## src/rtl/dn_spi_pkg.sv

```systemverilog
`default_nettype none
// +----------------------------------------------------------------------+
// | dn_spi_pkg : frame layout, FSM states and frame builder for dn_spi_tx |
// | Optional: DN_SPI_TX_PARITY_EN puts even parity in frame bit 13.       |
// | Revision  : 1.0                                                       |
// +----------------------------------------------------------------------+
package dn_spi_pkg;

  localparam int FRAME_W = 16;
  localparam int VLD_BIT = 15;
  localparam int OVF_BIT = 14;
  localparam int PAR_BIT = 13;

  typedef enum logic [1:0] {
    IDLE  = 2'd0,
    SHIFT = 2'd1,
    DONE  = 2'd2
  } dn_state_e;

  // Parity spans every other frame bit so the whole frame has an even count of ones.
  function automatic logic [FRAME_W-1:0] frame_build(input logic vld,
                                                     input logic ovf,
                                                     input logic [PAR_BIT-1:0] data);
    logic [FRAME_W-1:0] f;
    f                = '0;
    f[VLD_BIT]       = vld;
    f[OVF_BIT]       = ovf;
    f[PAR_BIT-1:0]   = data;
`ifdef DN_SPI_TX_PARITY_EN
    f[PAR_BIT]       = ^{vld, ovf, data};
`endif
    return f;
  endfunction

endpackage
`default_nettype wire

```

## src/rtl/dn_sync_fifo.sv

```systemverilog
`default_nettype none
// +----------------------------------------------------------------------+
// | dn_sync_fifo : single-clock DW x DEPTH FIFO, push/pop in same cycle   |
// | allowed (also when full). DEPTH must be a power of two.              |
// | Revision     : 1.0                                                   |
// +----------------------------------------------------------------------+
module dn_sync_fifo #(
  parameter int DW    = 13,
  parameter int DEPTH = 8
) (
  input  logic                       clk,
  input  logic                       rstn,
  input  logic                       push,
  input  logic [DW-1:0]              din,
  input  logic                       pop,
  output logic [DW-1:0]              rd_data,
  output logic [$clog2(DEPTH):0]     cnt,
  output logic                       full,
  output logic                       empty
);

  localparam int AW = $clog2(DEPTH);
  localparam int CW = AW + 1;

  logic [DW-1:0] r_mem [DEPTH];
  logic [AW-1:0] r_wr_ptr;
  logic [AW-1:0] r_rd_ptr;
  logic [CW-1:0] r_cnt;
  logic          w_do_push;
  logic          w_do_pop;

  assign full      = (r_cnt == CW'(DEPTH));
  assign empty     = (r_cnt == '0);
  assign w_do_pop  = pop & ~empty;
  // When full, the slot being read this cycle is the one being overwritten.
  assign w_do_push = push & (~full | w_do_pop);
  assign rd_data   = r_mem[r_rd_ptr];
  assign cnt       = r_cnt;

  always_ff @(posedge clk) begin
    if (w_do_push) begin
      r_mem[r_wr_ptr] <= din;
    end
  end

  always_ff @(posedge clk or negedge rstn) begin
    if (!rstn) begin
      r_wr_ptr <= '0;
      r_rd_ptr <= '0;
      r_cnt    <= '0;
    end else begin
      if (w_do_push) begin
        r_wr_ptr <= r_wr_ptr + AW'(1);
      end
      if (w_do_pop) begin
        r_rd_ptr <= r_rd_ptr + AW'(1);
      end
      case ({w_do_push, w_do_pop})
        2'b10:   r_cnt <= r_cnt + CW'(1);
        2'b01:   r_cnt <= r_cnt - CW'(1);
        default: r_cnt <= r_cnt;
      endcase
    end
  end

endmodule
`default_nettype wire

```

## src/rtl/dn_spi_tx.sv

```systemverilog
`default_nettype none
// +----------------------------------------------------------------------+
// | dn_spi_tx : queues filter samples and shifts one status+sample frame  |
// | per chip-select window as an SPI mode-0 slave.                        |
// | Optional  : DN_SPI_TX_PARITY_EN (even parity in frame bit 13).        |
// | Revision  : 1.0                                                       |
// +----------------------------------------------------------------------+
module dn_spi_tx
  import dn_spi_pkg::*;
#(
  parameter int DW          = 13,
  parameter int DEPTH       = 8,
  parameter int SYNC_STAGES = 2
) (
  input  logic                    clk,
  input  logic                    rstn,
  input  logic [DW-1:0]           dn,
  input  logic                    dn_vld,
  input  logic                    sck,
  input  logic                    cs,
  output logic                    miso,
  output logic [$clog2(DEPTH):0]  fifo_cnt,
  output logic                    ovf
);

  // SPI inputs: SYNC_STAGES flops (at least 2) plus one history flop each.
  logic [SYNC_STAGES-1:0] r_sck_sync;
  logic [SYNC_STAGES-1:0] r_cs_sync;
  logic                   r_sck_d;
  logic                   r_cs_d;
  logic                   w_sck_s;
  logic                   w_cs_s;
  logic                   w_sck_fall;
  logic                   w_cs_fall;
  logic                   w_cs_rise;

  dn_state_e              r_state;
  dn_state_e              w_state_nxt;
  logic [FRAME_W-1:0]     r_shreg;
  logic [FRAME_W-1:0]     w_shreg_nxt;
  logic [4:0]             r_bitcnt;
  logic [4:0]             w_bitcnt_nxt;
  logic                   r_ovf;
  logic                   w_load;
  logic                   w_pop;
  logic                   w_abort;
  logic                   w_drop;

  logic [DW-1:0]          w_fifo_rd;
  logic                   w_fifo_full;
  logic                   w_fifo_empty;
  logic [PAR_BIT-1:0]     w_head;

  always_ff @(posedge clk or negedge rstn) begin
    if (!rstn) begin
      r_sck_sync <= '0;
      r_cs_sync  <= '1;
      r_sck_d    <= 1'b0;
      r_cs_d     <= 1'b1;
    end else begin
      r_sck_sync <= {r_sck_sync[SYNC_STAGES-2:0], sck};
      r_cs_sync  <= {r_cs_sync[SYNC_STAGES-2:0], cs};
      r_sck_d    <= w_sck_s;
      r_cs_d     <= w_cs_s;
    end
  end

  assign w_sck_s    = r_sck_sync[SYNC_STAGES-1];
  assign w_cs_s     = r_cs_sync[SYNC_STAGES-1];
  assign w_sck_fall = r_sck_d & ~w_sck_s;
  assign w_cs_fall  = r_cs_d & ~w_cs_s;
  assign w_cs_rise  = ~r_cs_d & w_cs_s;

  dn_sync_fifo #(
    .DW    (DW),
    .DEPTH (DEPTH)
  ) u_fifo (
    .clk     (clk),
    .rstn    (rstn),
    .push    (dn_vld),
    .din     (dn),
    .pop     (w_pop),
    .rd_data (w_fifo_rd),
    .cnt     (fifo_cnt),
    .full    (w_fifo_full),
    .empty   (w_fifo_empty)
  );

  assign w_head = PAR_BIT'(w_fifo_rd);
  assign w_drop = dn_vld & w_fifo_full & ~w_pop;

  always_comb begin
    w_state_nxt  = r_state;
    w_shreg_nxt  = r_shreg;
    w_bitcnt_nxt = r_bitcnt;
    w_load       = 1'b0;
    w_pop        = 1'b0;
    w_abort      = 1'b0;
    case (r_state)
      IDLE: begin
        if (w_cs_fall) begin
          w_load       = 1'b1;
          w_pop        = ~w_fifo_empty;
          w_shreg_nxt  = frame_build(~w_fifo_empty, r_ovf,
                                     w_fifo_empty ? '0 : w_head);
          w_bitcnt_nxt = '0;
          w_state_nxt  = SHIFT;
        end
      end
      SHIFT: begin
        if (w_cs_rise) begin
          // Master gave up mid-frame: the popped sample is lost.
          w_abort     = 1'b1;
          w_state_nxt = IDLE;
        end else if (w_sck_fall) begin
          w_shreg_nxt  = {r_shreg[FRAME_W-2:0], 1'b0};
          w_bitcnt_nxt = r_bitcnt + 5'd1;
          if (r_bitcnt == 5'(FRAME_W - 1)) begin
            w_state_nxt = DONE;
          end
        end
      end
      DONE: begin
        if (w_cs_rise) begin
          w_state_nxt = IDLE;
        end
      end
      default: begin
        w_state_nxt = IDLE;
      end
    endcase
  end

  always_ff @(posedge clk or negedge rstn) begin
    if (!rstn) begin
      r_state  <= IDLE;
      r_shreg  <= '0;
      r_bitcnt <= '0;
      r_ovf    <= 1'b0;
    end else begin
      r_state  <= w_state_nxt;
      r_shreg  <= w_shreg_nxt;
      r_bitcnt <= w_bitcnt_nxt;
      // A drop in the load cycle must survive the clear of the reported flag.
      r_ovf    <= w_drop | w_abort | (r_ovf & ~w_load);
    end
  end

  assign miso = (r_state == SHIFT) & r_shreg[FRAME_W-1];
  assign ovf  = r_ovf;

endmodule
`default_nettype wire

```

## config.mk

```make
export PLATFORM = sky130hd
export DESIGN_NAME = dn_spi_tx
export DESIGN_NICKNAME = d
export VERILOG_FILES = /design/src/rtl/dn_spi_pkg.sv /design/src/rtl/dn_sync_fifo.sv /design/src/rtl/dn_spi_tx.sv
export SDC_FILE = /design/constraint.sdc
export NUM_CORES = 1
export LEC_CHECK = 0
export ABC_CLOCK_PERIOD_IN_PS = 8000
export CORE_MARGIN = 5
export CORE_UTILIZATION = 45
export CTS_BUF_LIST = sky130_fd_sc_hd__clkbuf_4
export DETAILED_ROUTE_END_ITERATION = 7
export PLACE_DENSITY = 0.61
export SETUP_SLACK_MARGIN = 0.3
export SLEW_MARGIN = 10
export SYNTH_ARGS = -nofsm -noshare
export SYNTH_HDL_FRONTEND = slang
export SYNTH_SLANG_ARGS = --single-unit
```

## constraint.sdc

```tcl
create_clock -name clk -period 8 [get_ports clk]
set_clock_uncertainty 0.1 [all_clocks]
set_input_delay 0.8 -clock clk [delete_from_list [all_inputs] [get_ports clk]]
set_output_delay 0.8 -clock clk [all_outputs]
set_load 0.01 [all_outputs]
```

Yosys cells after proc, flatten, opt, wreduce, memory -nomap -nowiden:

Memory sizes are Yosys's and may differ from the RTL's.
Cells that the tools add are included.

* multiplexer cells: 24
* bitwise gates (word level): 19
* $add $sub $neg: 5
* equal/unequal tests: 12
* reductions and logical operators: 6

Operators by type and width (count)
* 16-bit 2-to-1 mux: 3
* 16-bit case mux with 2 select lines: 1
* 5-bit 2-to-1 mux: 3
* 13-bit 2-to-1 mux: 1
* 2-bit 2-to-1 mux: 5
* 5-bit case mux with 2 select lines: 1
* 1-bit bitwise AND: 9
* 1-bit 2-to-1 mux: 8
* 2-bit inequality test, second input constant: 4
* 4-bit case mux with 2 select lines: 1
* 4-bit AND reduction: 2
* 1-bit NOT: 7
* 3-bit by 1-bit adder with 3-bit output, second input constant: 2
* 3-bit inequality test, second input constant: 2
* 2-bit case mux with 3 select lines: 1
* 5-bit by 1-bit adder with 5-bit output, second input constant: 1
* 5-bit by 4-bit == test with 1-bit output, second input constant: 1
* 4-bit by 1-bit adder with 4-bit output, second input constant: 1
* 2-bit by 1-bit == test with 1-bit output, second input constant: 2
* 2-bit == test, second input constant: 2
* 4-bit == test, second input constant: 1
* 4-bit logical NOT: 1
* 2-bit nonzero test: 2
* 4-bit by 1-bit subtractor with 4-bit output, second input constant: 1
* other kinds (2): 4

* memories: 1
* bits in writable memories: 104
* output and inout bits: 6
* input port bits: 18
* register bits after elaboration: 40

Memory list
* u_fifo.r_mem: depth 8, bits a word 13, read ports 1, clocked after Yosys merged registers in 0, write ports 1, line dn_sync_fifo.sv:25 `logic [DW-1:0] r_mem [DEPTH];`

Longest topological paths before layout:

Gate-level depths: netlist of the first run.

* word-level depth: 9
* depth in mapped cells: 11

By module:

Synthesis of the first run repeated with hierarchy kept, for this count alone.

* cells, all modules: 361
* area total of the unflattened synthesis: 6090.8 um^2

Modules (own cells, without submodules)
* dn_sync_fifo: instances 1, cells an instance 219, sequential area each 3373.2 um^2, area an instance 4653.2 um^2
* dn_spi_tx: instances 1, cells an instance 142, sequential area each 754.5 um^2, area an instance 1437.6 um^2

Worst setup path before layout of the first run:

OpenSTA, ideal clock, no wires.

* path kind: register to register
* start point: register r_cs_d
* end point: memory u_fifo.r_mem[0][0] (enable)
* setup time: 0.400 ns
* path buffers: 0
* period minus slack after synthesis: 2.932 ns
* cell stages (with the launch flop): 5
* slack: 5.068 ns
* arrival time: 2.433 ns
* required time: 7.500 ns
* cells stage by stage: dfstp_2 > or4b_1 > a21boi_1 > nand2b_1 > nor3_1

* word-level cells in the longest chain between the ends: 8

RTL lines
* from (decl): line dn_spi_tx.sv:30 `logic r_cs_d;`
* from (signal assigned): line dn_spi_tx.sv:64 `r_cs_d <= w_cs_s;`
* 1-bit bitwise AND: line dn_spi_tx.sv:71 `assign w_cs_fall = r_cs_d & ~w_cs_s;`
* 1-bit 2-to-1 mux: line dn_spi_tx.sv:101 `if (w_cs_fall) begin`
* 1-bit 2-to-1 mux: line dn_spi_tx.sv:99 `case (r_state)`
* 1-bit bitwise AND: line dn_sync_fifo.sv:34 `assign w_do_pop = pop & ~empty;`
* 1-bit OR: line dn_sync_fifo.sv:36 `assign w_do_push = push & (~full | w_do_pop);`
* 1-bit bitwise AND: line dn_sync_fifo.sv:36
* 1-bit 2-to-1 mux: line dn_sync_fifo.sv:41 `if (w_do_push) begin`
* 1-bit 2-to-1 mux (implied by the code): line dn_sync_fifo.sv:42 `r_mem[r_wr_ptr] <= din;`
* to (decl): line dn_sync_fifo.sv:25

No other way between the ends.

Worst setup path in the final report of the first run:

* start point: register r_state[0]
* end point: output miso

* word-level cells in the longest chain between the ends: 2

RTL lines
* from (decl): line dn_spi_tx.sv:37 `dn_state_e r_state;`
* from (signal assigned): line dn_spi_tx.sv:141 `r_state <= w_state_nxt;`
* 2-bit by 1-bit == test with 1-bit output: line dn_spi_tx.sv:149 `assign miso = (r_state == SHIFT) & r_shreg[FRAME_W-1];`
* 1-bit bitwise AND: line dn_spi_tx.sv:149
* to (decl): line dn_spi_tx.sv:21 `output logic miso,`

No other way between the ends.

==> flow_summary.json, run 1 <==
{
  "grt_pass1_vias": 3094,
  "placedCellCount": 520,
  "layout_commonest_cell": "edfxtp_1",
  "power.density_nw_per_um2": 316,
  "synth_cell_types": 44,
  "pin_count": 24,
  "fin_crit_ps": 3530,
  "fin_nets": 392,
  "outcome": "finished, final reports clean",
  "synth_seq_cells": 144,
  "grt_pass1_wl_mm": 17.5,
  "setup_viol": 0,
  "cts-root-buf": "clkbuf_4",
  "gr-usage-all-layers_pct": 14.7,
  "post-route-util_pct": 51.2,
  "crit_type": "reg2out",
  "syn-cell-area_sq_um": 5880,
  "fin_ws_ps": 4470,
  "post_cts_resized": 0,
  "power_leakage_nw": 2.28,
  "crit_fanout": 22,
  "finalCritPeriodShare_pct": 44.1,
  "cts_inserted_buffers": 17,
  "synth-async-reset-ratio_pct": 27.8,
  "hp-class": "reg2reg",
  "ant_nets": 0,
  "slew_headroom_pct": 20.5,
  "n_antenna_cell": 0,
  "grt_overflow": 0,
  "cts.path.max_buffers": 2,
  "ys_warn_count": 0,
  "cts_tree": "built",
  "start_util_pct": 46.2,
  "design.core.area_sq_um": 12700,
  "syn2layout_area_growth_pct": 10.9,
  "fillCellCount": 1102,
  "vias": 3005,
  "synth_edf_count": 104,
  "drtPass1Iterations": 4,
  "whs_path_depth": 0,
  "drive_gt1_share_pct": 20.0,
  "synthFlopType": "edfxtp_1",
  "critPathArrivalTime_ps": 2630,
  "clk_pin_slew_ps": 120,
  "grt_setup_unrepaired": "false",
  "drv_cap": 0,
  "fmax_mhz": 283,
  "cts_num_sinks": 144,
  "cp-end-kind": "primary output",
  "fin_area_sq_um": 6520,
  "hold_viol_final": 0,
  "worst_pin_slew_ps": 1190,
  "preCtsSetupSlack_ps": 4470,
  "syn_area_per_cell_sq_um": 17.4,
  "maxSlewViolCount": 0,
  "mostFrequentLayoutCells": "edfxtp_1, nor2_1, dfrtp_1, clkdlybuf4s50_1",
  "drt-initial-drc-count": 248,
  "vias_per_cell": 5.44,
  "timing.setup.tns_ps": 0,
  "clkLatencyLatePin_ps": 520,
  "die_w_um": 124,
  "grt_max_degree": 41,
  "timing.reg2reg.worst_path_depth": 4,
  "wl_per_cell_um": 19.7,
  "placed_area_sq_um": 6260,
  "dp_hpwl_mm": 7.11,
  "postCtsHoldBufs": 0,
  "synth_cells": 337,
  "ir_drop_mv": 0.139,
  "antenna_found_initial": 0,
  "gpl.final_weighted_congestion": 0.758,
  "row_count": 41,
  "die_h_um": 124,
  "route.detailed.drc": 0,
  "synth_nets": 362,
  "die-area_sq_um": 15400,
  "port_buffers": 23,
  "routed_wl_mm": 10.9,
  "final_cells": 552,
  "cp_data_required_time_ps": 7100,
  "post_cts_buffers": 0,
  "start_kind": "flip-flop",
  "htreeDepth": 4,
  "synth_seq_area_share_pct": 70.2
}
flip-flops by register name, indices dropped and copies added (netlist names):
name,count
r_state,2
r_bitcnt,5
r_shreg,16
r_sck_sync,2
u_fifo.r_wr_ptr,3
u_fifo.cnt,4
r_sck_d,1
u_fifo.r_rd_ptr,3
r_cs_sync,2
u_fifo.r_mem,104
ovf,1
r_cs_d,1
critical path: stages (launching register included):
cell	delay, ps
dfrtp_1	840
nor2b_1	520
and2_1	210
clkdlybuf4s50_1	540
layer usage:
layer	GRT usage (%)	wire, um	vias up	share of wire (%)
met1	21.0	5270	1552	48
li1	-	-	1384	-
met5	0	0	-	0
met3	3.99	421	12	3.9
met4	5.80	145	0	1.3
met2	21.6	5040	57	46
through the flow:
stage                     total power, W  hold WS (ps)
final                            0.00206           267
after floorplan                  0.00150           231
after global routing             0.00218           279
after CTS                        0.00209           266
after detailed placement         0.00167           242
after global placement           0.00165           245
synth_stat cells, types with 5 or more instances:
| library cell | count | area, sq um |
|---|---|---|
| ha_1 | 7 | 87.6 |
| nor2b_1 | 5 | 31.3 |
| mux4_1 | 13 | 342 |
| a221oi_2 | 5 | 75.1 |
| a221oi_1 | 7 | 61.3 |
| nand2_1 | 19 | 71.3 |
| clkbuf_1 | 10 | 37.5 |
| xor2_1 | 5 | 43.8 |
| nor2_1 | 38 | 143 |
| dfrtp_1 | 37 | 926 |
| edfxtp_1 | 104 | 3120 |
| mux2_2 | 15 | 169 |
| mux4_2 | 13 | 293 |
| o21ai_0 | 5 | 25.0 |
| a21oi_1 | 7 | 35.0 |
report_power, final:
part	switching (W)	total [W]	leakage, nW	internal (W)
logic	0.000256	0.000548	0.727	0.000292
registers	0.000136	0.00109	1.42	0.000952
clock network	0.000262	0.000424	0.138	0.000161
area by class of cell:
type,instances,area (sq um),area share [%]
clock buffers,19,143,2.19
multi-input cells,175,1650,25.4
inverters,2,7.51,0.115
clock inverters,13,115,1.77
repair buffers,27,255,3.92
flip-flops and latches,144,4130,63.3
well taps,172,215,3.30
kinds of logic (layout without fill, tap and decap cells):
logic type	Yosys count	in the layout	share of synthesized area (%)
flip-flops	144	144	70.2
AND/OR/NAND/NOR	85	85	6.94
multiplexers	41	41	13.7
AO/OA/AOI/OAI	34	34	4.62
buffers and inverters	18	61	1.87
XOR/XNOR	8	8	1.19
adder cells (fa/ha/maj)	7	7	1.49
final timing paths:
path,from,to,slack [ps]
max in group asynchronous,rstn,r_shreg[12],6940
min,r_cs_sync[0],r_cs_sync[1],270
max reg2reg,r_state[0],u_fifo.r_mem[6][2],4510
max,r_state[0],miso,4470
min reg2reg,r_cs_sync[0],r_cs_sync[1],270
min in group asynchronous,rstn,r_shreg[6],290
(Power assumes the default switching activity.)
==> run 2: changes to the inputs <==
ABC_CLOCK_PERIOD_IN_PS = 3650   (was 8000)
clock period = 3.65 ns   (was 8 ns; I/O delays follow)
==> flow_summary.json, run 2 (synthesized netlist as in run 1, its figures left out) <==
{
  "die_h_um": 124,
  "grt_overflow": 0,
  "n_antenna_cell": 0,
  "setup.worst_path.start": "r_cs_d",
  "pin_count": 24,
  "antenna_found_initial": 0,
  "post_cts_buffers": 0,
  "gpl.final_weighted_congestion": 0.745,
  "crit_fanout": 6,
  "mostFrequentLayoutCells": "edfxtp_1, nor2_1, dfrtp_1, clkdlybuf4s50_1",
  "ir_drop_mv": 0.436,
  "setup_viol": 0,
  "timing.setup.tns_ps": 0,
  "layout_commonest_cell": "edfxtp_1",
  "post-route-util_pct": 51.8,
  "gr-usage-all-layers_pct": 14.4,
  "drv_cap": 0,
  "post_cts_resized": 0,
  "clkLatencyLatePin_ps": 530,
  "cts_num_sinks": 144,
  "p_total_w": 0.00446,
  "power.density_nw_per_um2": 677,
  "grt_max_degree": 41,
  "wl_per_cell_um": 18.7,
  "cts-root-buf": "clkbuf_4",
  "power_leakage_nw": 2.34,
  "ant_nets": 0,
  "fin_area_sq_um": 6590,
  "htreeDepth": 4,
  "worst_hold_slack_ps": 136,
  "drive_gt1_share_pct": 22.4,
  "placed_area_sq_um": 6350,
  "route.detailed.drc": 0,
  "cp-end-kind": "flip-flop",
  "routed_wl_mm": 10.6,
  "maxSlewViolCount": 0,
  "vias": 3054,
  "port_buffers": 23,
  "grt_setup_unrepaired": "false",
  "fmax_mhz": 340,
  "start_kind": "flip-flop",
  "cts_inserted_buffers": 17,
  "cts.path.max_buffers": 2,
  "hold_start": "cs",
  "fin_crit_ps": 2940,
  "worst_pin_slew_ps": 1070,
  "start_util_pct": 46.2,
  "row_count": 41,
  "dp_hpwl_mm": 6.37,
  "syn2layout_area_growth_pct": 12.1,
  "outcome": "finished, final reports clean",
  "grt_pass1_vias": 3029,
  "slew_headroom_pct": 28.4,
  "die-area_sq_um": 15400,
  "hold_viol_final": 0,
  "finalCritPeriodShare_pct": 80.6,
  "design.core.area_sq_um": 12700,
  "clk_pin_slew_ps": 120,
  "fin_nets": 405,
  "cts_tree": "built",
  "top_register": "u_fifo.r_mem",
  "reg2reg_from": "r_cs_d",
  "critPathArrivalTime_ps": 3270,
  "grt_pass1_wl_mm": 16.9,
  "die_w_um": 124,
  "cp_data_required_time_ps": 3980,
  "drt-initial-drc-count": 186,
  "vias_per_cell": 5.41,
  "crit_type": "reg2reg",
  "largest_reg_flops": 104,
  "hp-class": "in2reg",
  "top_regs": "u_fifo.r_mem: 104 flops, r_shreg: 16 flops, r_bitcnt: 5 flops",
  "drtPass1Iterations": 4
}
run 2: changes by cell type in the layout (fill, tap and decap cells not counted), sizes merged:
cell / before / now
buf: 5 / 17
clkinv: 8 / 5
clkinvlp: 2 / 4
inv: 4 / 6
bufinv: 1 / 0
dlygate4sd3: 0 / 1
run 2: layout make-up:
type | instances | area, sq um
clock inverter | 13 | 88.8
timing repair buffer | 40 | 355
multi-input combinational | 175 | 1650
inverter | 2 | 7.51
sequential | 144 | 4130
clock buffer | 19 | 143
fill | 1106 | 6130
tap | 172 | 215
run 2: critical path, stage by stage, from the launching register on:
cell,delay [ps]
dfstp_2,590
or4b_1,540
a21boi_1,350
inv_1,150
ha_1,270
xor2_1,160
ha_1,180
a21oi_1,140
xor2_1,160
nor2_1,60
xor2_1,140
run 2: repair_timing:
| action | CTS | global route |
|---|---|---|
| hold buffers | 1 | 0 |
| setup endpoints to repair | 0 | 0 |
| hold endpoints to repair | 37 | 0 |
run 2: path summary, 6_finish.rpt:
check,to,slack [ps],cells after the start
worst max-delay path,u_fifo.cnt[2],710,10
worst min-delay path,r_cs_sync[0],140,1
worst max register to register,u_fifo.cnt[2],710,10
worst min register to register,r_sck_sync[1],270,0
max in group asynchronous,r_sck_sync[0],2510,2
min in group asynchronous,u_fifo.cnt[0],370,2
run 2: power breakdown:
part           internal (W)  leakage, nW  switching, W
Clock              0.000284        0.123      0.000570
Sequential          0.00209         1.42      0.000198
Combinational      0.000672        0.794      0.000653
Total               0.00304         2.34       0.00142
run 2: through the flow:
| step | setup WS, ps | cells |
|---|---|---|
| 2_1_floorplan | 718 | 337 |
| 3_3_place_gp | 787 | 532 |
| 3_5_place_dp | 722 | 532 |
| 4_1_cts | 689 | 565 |
| 5_1_grt | 538 | 565 |
| 6_report | 708 | 565 |
run 2: metal layers:
metal  vias to the layer above  track usage (%)  routed length (um)
met5                         -                0                   0
met3                        13             4.63                 509
met1                      1566             19.4                4780
li1                       1409                -                   -
met4                         0             4.64                 157
met2                        66             22.4                5140
==> run 3: changes to the inputs <==
ABC_CLOCK_PERIOD_IN_PS = 3000   (was 3650)
clock period = 3 ns   (was 3.65 ns; I/O delays follow)
==> flow_summary.json, run 3 (synthesized netlist as in run 1, its figures left out) <==
{
  "mostFrequentLayoutCells": "edfxtp_1, nor2_1, dfrtp_1, clkdlybuf4s50_1, buf_4",
  "die_w_um": 124,
  "hp-class": "in2reg",
  "largest_reg_flops": 104,
  "fmax_mhz": 378,
  "grt_overflow": 0,
  "dr_wl_met3_um": 377,
  "worst_pin_slew_ps": 1120,
  "crit_type": "reg2reg",
  "worst_hold_slack_ps": 79.9,
  "highest_layer": "met4",
  "row_count": 41,
  "cpPeakStageDelay_ps": 590,
  "cts_num_sinks": 144,
  "power.density_nw_per_um2": 866,
  "vias": 3044,
  "cp_common_cell": "xor2_1",
  "m1WireLength_mm": 5.06,
  "seq_area_sq_um": 4130,
  "antenna_found_initial": 0,
  "routed_wl_mm": 10.9,
  "cp-end-kind": "flip-flop",
  "critPathArrivalTime_ps": 2970,
  "grt_pass1_vias": 3041,
  "placed_area_sq_um": 6410,
  "critical_path.cell_chain": "or4b_4 -> a21boi_2 -> inv_1 -> ha_1 -> xor2_1 -> ha_1 -> a21oi_1 -> xor2_1 -> nor2_1 -> xor2_1",
  "pin_count": 24,
  "hold_viol_final": 0,
  "slew_headroom_pct": 25.2,
  "grt_setup_unrepaired": "true",
  "die_h_um": 124,
  "clkLatencyLatePin_ps": 530,
  "start_kind": "flip-flop",
  "layout_commonest_cell": "edfxtp_1",
  "top_regs": "u_fifo.r_mem: 104 flops, r_shreg: 16 flops, r_bitcnt: 5 flops",
  "fin_nets": 412,
  "outcome": "finished, final reports clean",
  "p_total_w": 0.00587,
  "top_register": "u_fifo.r_mem",
  "setup_viol": 0,
  "grt_max_degree": 41,
  "syn2layout_area_growth_pct": 15.3,
  "grt_pass1_wl_mm": 17.4,
  "cts.path.max_buffers": 2,
  "cp_data_required_time_ps": 3320,
  "vias_per_cell": 5.32,
  "n_antenna_cell": 0,
  "finalCritPeriodShare_pct": 88.3,
  "clk_pin_slew_ps": 110,
  "design.core.area_sq_um": 12700,
  "cts_inserted_buffers": 17,
  "cts_tree": "built",
  "die-area_sq_um": 15400,
  "dp_hpwl_mm": 6.78,
  "crit_fanout": 6,
  "maxSlewViolCount": 0,
  "htreeDepth": 4,
  "cp_num_buf_inv": 1,
  "post-route-util_pct": 53.3,
  "fin_area_sq_um": 6780,
  "fillCellCount": 1062,
  "drtPass1Iterations": 6,
  "power_leakage_nw": 2.44,
  "timing.setup.tns_ps": 0,
  "start_util_pct": 46.2,
  "fin_crit_ps": 2650,
  "gr-usage-all-layers_pct": 14.9,
  "multi_input_area_sq_um": 1670,
  "drv_cap": 0,
  "wl_per_cell_um": 19.1,
  "gpl.final_weighted_congestion": 0.808,
  "drive_gt1_share_pct": 24.3,
  "port_buffers": 23,
  "crit_slowest_cell": "dfstp_2",
  "wl_met2_mm": 5.36,
  "cts-root-buf": "clkbuf_4",
  "ir_drop_mv": 0.621,
  "drt-initial-drc-count": 174,
  "crit_family": "flip-flops",
  "ant_nets": 0,
  "route.detailed.drc": 0
}
run 3: cell count changes in the layout (fill, tap and decap cells not counted), moves of 3 or more:
cell and delta:
inv_6 -3, bufinv_16 +5, buf_4 +6, clkinvlp_4 -3
run 3: layout make-up:
class                           instances  share of cell area, %
Clock buffer                           20                   2.22
Clock inverter                         12                   2.79
Inverter                                2                  0.111
Multi-Input combinational cell        175                   24.6
Sequential cell                       144                   60.9
Tap cell                              172                   3.18
Timing Repair Buffer                   47                   6.20
run 3: worst paths after layout:
path / depth (start not counted) / end / slack (ps) / startpoint
min in group asynchronous: 2 / u_fifo.cnt[0] / 320 / rstn
hold / removal: 1 / r_cs_sync[0] / 80 / cs
setup / recovery: 10 / u_fifo.cnt[2] / 350 / r_cs_d
setup reg to reg: 10 / u_fifo.cnt[2] / 350 / r_cs_d
max in group asynchronous: 2 / r_shreg[13] / 1900 / rstn
hold reg to reg: 0 / r_sck_sync[1] / 270 / r_sck_sync[0]
run 3: stage by stage:
stage	worst slack, ps	instances
2_1_floorplan	366	337
3_3_place_gp	295	538
3_5_place_dp	260	538
4_1_cts	326	572
5_1_grt	214	572
6_report	352	572
run 3: repair_timing:
action,CTS,global route
hold buffers,1,0
resized for setup,1,2
hold endpoints to repair,37,0
setup buffers,1,0
pin swaps,1,0
setup endpoints to repair,2,2
run 3: power breakdown:
group | switching (W) | total (W) | internal [W]
clock | 0.000648 | 0.00141 | 0.000766
sequential | 0.000267 | 0.00280 | 0.00254
combinational | 0.000791 | 0.00165 | 0.000859
total | 0.00171 | 0.00587 | 0.00416
run 3: routing by layer:
metal,vias up,track usage (%)
met5,-,0
met4,0,4.51
met3,10,4.93
met2,53,22.9
met1,1553,20.2
li1,1428,-
